File: src/rtl/four_bit_incrementer_counter_pkg.sv
// Shared constants and next-state select encoding for the incrementer-based up-counter.
package four_bit_incrementer_counter_pkg;

    localparam int unsigned DEFAULT_WIDTH    = 4;
    localparam bit          DEFAULT_SATURATE = 1'b0;

    typedef enum logic [1:0] {
        SEL_HOLD = 2'd0,
        SEL_LOAD = 2'd1,
        SEL_INC  = 2'd2,
        SEL_SAT  = 2'd3
    } nxt_sel_e;

endpackage

File: src/rtl/four_bit_incrementer_counter_incrementer.sv
// Gate-level +1 incrementer: a ripple chain of NAND-built half adders seeded with carry-in 1.
module four_bit_incrementer_counter_incrementer #(
    parameter int unsigned WIDTH = 4
) (
    input  logic [WIDTH-1:0] a,
    output logic [WIDTH-1:0] s,
    output logic             cout
);

    logic [WIDTH:0] c;

    assign c[0] = 1'b1;

    genvar i;
    generate
        for (i = 0; i < int'(WIDTH); i++) begin : g_bit
            logic n_ac;
            logic n_a;
            logic n_c;
            // Four-NAND half adder: sum = a ^ c, carry = a & c
            assign n_ac     = ~(a[i] & c[i]);
            assign n_a      = ~(a[i] & n_ac);
            assign n_c      = ~(c[i] & n_ac);
            assign s[i]     = ~(n_a & n_c);
            assign c[i+1]   = ~n_ac;
        end
    endgenerate

    assign cout = c[WIDTH];

endmodule

File: src/rtl/four_bit_incrementer_counter.sv
// Registered up-counter with load, enable, wrap pulse and terminal-count flag.
module four_bit_incrementer_counter
    import four_bit_incrementer_counter_pkg::*;
#(
    parameter int unsigned WIDTH    = DEFAULT_WIDTH,
    parameter bit          SATURATE = DEFAULT_SATURATE
) (
    input  logic             clk,
    input  logic             rst_n,
    input  logic             en,
    input  logic             load,
    input  logic [WIDTH-1:0] load_val,
    output logic [WIDTH-1:0] count,
    output logic             wrap,
    output logic             tc
);

    logic [WIDTH-1:0] count_q;
    logic [WIDTH-1:0] count_d;
    logic             wrap_q;
    logic             wrap_d;
    logic [WIDTH-1:0] inc_sum;
    logic             inc_cout;
    nxt_sel_e         sel;

    four_bit_incrementer_counter_incrementer #(
        .WIDTH (WIDTH)
    ) u_inc (
        .a    (count_q),
        .s    (inc_sum),
        .cout (inc_cout)
    );

    // Carry-out of the incrementer is high exactly when the old count is all-ones
    always_comb begin
        sel = SEL_HOLD;
        if (load) begin
            sel = SEL_LOAD;
        end else if (en) begin
            if (SATURATE && inc_cout) begin
                sel = SEL_SAT;
            end else begin
                sel = SEL_INC;
            end
        end
    end

    always_comb begin
        count_d = count_q;
        wrap_d  = 1'b0;
        case (sel)
            SEL_LOAD: count_d = load_val;
            SEL_INC: begin
                count_d = inc_sum;
                wrap_d  = inc_cout;
            end
            SEL_SAT:  count_d = count_q;
            default:  count_d = count_q;
        endcase
    end

    // Reset dominates, so unknown en/load during reset never reach the flops
    always_ff @(posedge clk) begin
        if (!rst_n) begin
            count_q <= '0;
            wrap_q  <= 1'b0;
        end else begin
            count_q <= count_d;
            wrap_q  <= wrap_d;
        end
    end

    assign count = count_q;
    assign wrap  = wrap_q;
    assign tc    = &count_q;

endmodule

File: config.mk
export PLATFORM = sky130hd
export DESIGN_NAME = four_bit_incrementer_counter
export DESIGN_NICKNAME = d
export VERILOG_FILES = /design/src/rtl/four_bit_incrementer_counter_pkg.sv /design/src/rtl/four_bit_incrementer_counter_incrementer.sv /design/src/rtl/four_bit_incrementer_counter.sv
export SDC_FILE = /design/constraint.sdc
export NUM_CORES = 1
export LEC_CHECK = 0
export BUFFER_PORTS_ARGS = -buffer_cell sky130_fd_sc_hd__buf_2
export CAP_MARGIN = 20
export CORE_AREA = 2 2 39 41
export CTS_CLUSTER_SIZE = 10
export DETAILED_ROUTE_END_ITERATION = 7
export DIE_AREA = 0 0 41 43
export PLACE_DENSITY = 0.5
export SLEW_MARGIN = 20
export SYNTH_ARGS = -nofsm -noshare
export SYNTH_HDL_FRONTEND = slang
export SYNTH_HIERARCHICAL = 1
export SYNTH_SLANG_ARGS = --single-unit
File: constraint.sdc
create_clock -name clk -period 1.8 [get_ports clk]
set_input_delay 0.27 -clock clk [delete_from_list [all_inputs] [get_ports clk]]
set_output_delay 0.27 -clock clk [all_outputs]
set_load 0.02 [all_outputs]
==> summary.md <==
The run finished with clean final reports. The sum of negative setup slack was 0 ns; the worst-path maximum fanout was 5. The flop and latch count out of synthesis is 5. The tools report the element type at the critical path end as a register. The run gives 0 as the number of design rule violations left after detail routing. The first global-routing pass estimated 738 um of wire. In this run the most critical hold path is launched from rst_n. Number of placement rows: 14. Summing the sequential cell areas from Yosys gives 36.9% of the chip area.

The largest net degree at the start of global routing was 10. Counting cells, the worst reg-to-reg path comes to 5. The destination of the worst register-to-register timing path is count[3]$_SDFFE_PN0P_.

The worst path needs 1.57 ns of the cycle, external delays included. The maximum level of the CTS H-tree was 1. The run gives 0 as the initial antenna violation count. During synthesis, Yosys emitted a total of 6 warnings.

Across all register-to-register paths, the minimum setup slack is 0.23 ns. TritonCTS built the clock tree. Ranked by total cell area, the synthesized netlist is headed by dfxtp_1, mux2_1, o211a_1, ha_1, nand2b_1.

The tools report the detailed-router iteration count before antenna repair as 1. The run gives 1.70 ns as the data arrival time of the critical path. For this block, the via count after detailed routing is 233.

The final hold slack is 0.311 ns. The most area-hungry cell type in the Yosys netlist is dfxtp_1. Initial detailed-routing violation count: 0. Global routing used 7.12% of the available tracks across all layers. During placement, the flow inserted port buffers numbering 13. Max-cap violations in this run came to 0. For the number of max-slew violations in the final report, the log shows 0. Walking the worst path, the cells encountered are ha_1 > ha_1 > ha_1 > mux2_1 > o211a_1. Using the TritonRoute via totals, the vias-per-cell ratio works out to 4.16. Hold repair after CTS inserted 0 buffers.

The run gives 0 as the final hold violation count. For this run, asynchronously set or reset flops after synthesis account for 0%. Counting every net in the synthesized netlist gives 34.

Cell with the most instances after synthesis: dfxtp_1. Sorting the synthesized cells by how often they occur yields dfxtp_1, mux2_1, nand2b_1, o211a_1, ha_1. A synthesized cell averages 11.8 um2. The placer's final routability congestion estimate is 0.607. The sort of element at the start of the critical path was a register.

The final period utilization was 87.2%; the sum of routed wire length over all layers was 502 um. The number of antenna diodes is 0, and the cell area after placement is 357 um2. The floorplan step defined a die boundary enclosing 1760 um2. Hold path endpoint: count[0]$_SDFFE_PN0P_. The number of gates resized after CTS was 0.

In the final layout, the share of cells above drive strength 1 is 42.5%. The tools report the final antenna-violating net count as 0. For the worst setup path, the data required time is 1.93 ns.

Fill cell total of the finished layout: 154. For the worst-skew pair, the clock arrives at the later sink with an insertion delay of 0.24 ns. Summing all non-filler instances in the final layout gives an area of 383 um2.

The most numerous cell type found on the critical path is ha_1. The floorplan step set the die width to 41 um. The ratio of total power to cell area works out to 798 nW/um2. For the number of buffers inserted by post-CTS setup repair, the log shows 0. The total clock buffers created by CTS is 3. Clock skew on the completed layout was measured at 0.00207 ns. For the count of clock tree sinks, the log shows 5. The critical path in this run is classified as register to register. In this run the count of I/O pins placed on the die edge is 14. After floorplanning, the core was sized to cover 1380 um2. IR analysis of the VDD net gives a maximum drop of 0.353 mV. For this run, the post-layout net count is 52.

Dividing the detail-routed wire length by the instance count gives 8.96 um. The max-slew headroom at the worst pin is 90.2%. Global routing finished with a remaining overflow of 0.

The delay contributed by the slowest stage of the critical path was 0.33 ns; the cell count of the worst hold path was 2. The analysis attributes to cell leakage a power of 0.228 nW. The number of global-route vias before repair was 184. The worst hold path belongs to the class primary input to register. After technology mapping, the gate count stands at 23. The layout overhead on the synthesized area works out to 41.0%. For this configuration, the core starts out at a cell density of 19.6%. Counting flops with a built-in enable in the synthesized netlist gives 0. After synthesis, the netlist uses 8 different library cells. Measured along the y axis, the die boundary spans 43 um.

The tools report the achievable clock frequency as 637 MHz. The top flip-flop cell by instance count after synthesis is dfxtp_1. The transition time of the tightest slew-check pin came out at 0.147 ns. The startpoint identified for the worst register-to-register timing path is count[0]$_SDFFE_PN0P_. After synthesis, the largest area contributor takes up 36.9% of total cell area.

CTS placed an instance of clkbuf_4 at the clock tree root. The mapped netlist covers 272 um2. Cells fill 27.7% of the core in the end. The library cell contributing the largest single delay on the critical path was dfxtp_1.

Setup repair after global routing left no endpoint under its margin. The clock input transition at the sequential cells of the worst setup and hold paths was 0.04 ns. The longest clock path from root to sink contains 2 buffers. Setup violations remaining at the end of the flow were counted as 0.
[where the power goes]
part | total (mW) | leakage [nW] | internal (mW) | switching [mW]
Sequential | 0.125 | 0.0414 | 0.119 | 0.00662
Combinational | 0.0511 | 0.171 | 0.0258 | 0.0253
Clock | 0.129 | 0.0150 | 0.0838 | 0.0456
Total | 0.306 | 0.228 | 0.228 | 0.0775
[critical path: cells and delay by family, from the launching register on]
kind / cells / cell delay, ns
mux: 1 / 0.29
compound gates: 1 / 0.20
flops: 1 / 0.33
fa+ha+maj: 3 / 0.65
[cell families after synthesis]
| group | share of synthesized area [%] |
|---|---|
| and+or+nand+nor | 16.6 |
| DFF | 36.9 |
| AOI/OAI and AO/OA | 14.7 |
| muxes | 16.6 |
| adders and majority gates | 13.8 |
| buffers and inverters | 1.38 |
[layer usage]
metal | vias up | global-route usage [%] | wire length, um
met5 | - | 0 | 0
met4 | 0 | 2.00 | 0
met3 | 0 | 9.42 | 60
met2 | 11 | 8.13 | 216
met1 | 100 | 7.69 | 225
li1 | 122 | - | -
[metrics by stage]
step                setup WS (ns)  cells  total power, mW
global route                0.175     56            0.333
global placement            0.244     52            0.180
floorplan                   0.186     23            0.157
CTS                         0.222     56            0.316
finish                      0.231     56            0.306
detailed placement          0.231     52            0.180
[flip-flops by register name, summed over array words and instances (netlist names)]
register  count
count         4
wrap          1
[how the worst max path moves through the flow]
stage                     startpoint                     to  cells past startpoint
3_5_place_dp   count[0]$_SDFFE_PN0P_  count[3]$_SDFFE_PN0P_                      5
4_1_cts        count[0]$_SDFFE_PN0P_  count[3]$_SDFFE_PN0P_                      5
5_1_grt        count[0]$_SDFFE_PN0P_  count[3]$_SDFFE_PN0P_                      5
6_report       count[0]$_SDFFE_PN0P_  count[3]$_SDFFE_PN0P_                      5
3_3_place_gp   count[0]$_SDFFE_PN0P_  count[3]$_SDFFE_PN0P_                      5
2_1_floorplan  count[0]$_SDFFE_PN0P_  count[3]$_SDFFE_PN0P_                      5
[placed cells by master, fill, tap and decap left out]
cell,synthesis,final
buf_2,0,13
dfxtp_1,5,5
mux2_1,4,4
nand2b_1,4,4
o211a_1,4,4
clkbuf_4,0,3
ha_1,3,3
and4_1,1,1
and4b_2,1,1
clkbuf_1,0,1
inv_1,1,1
[cell type report]
type                            count  area (um2)  share of cell area [%]
Multi-Input combinational cell     17         168                    43.8
Sequential cell                     5         100                    26.1
Timing Repair Buffer               13        65.1                    17.0
Clock buffer                        4        26.3                    6.86
Tap cell                           16        20.0                    5.23
Inverter                            1        3.75                   0.980
Note: power is estimated with default switching activity, not from simulation.
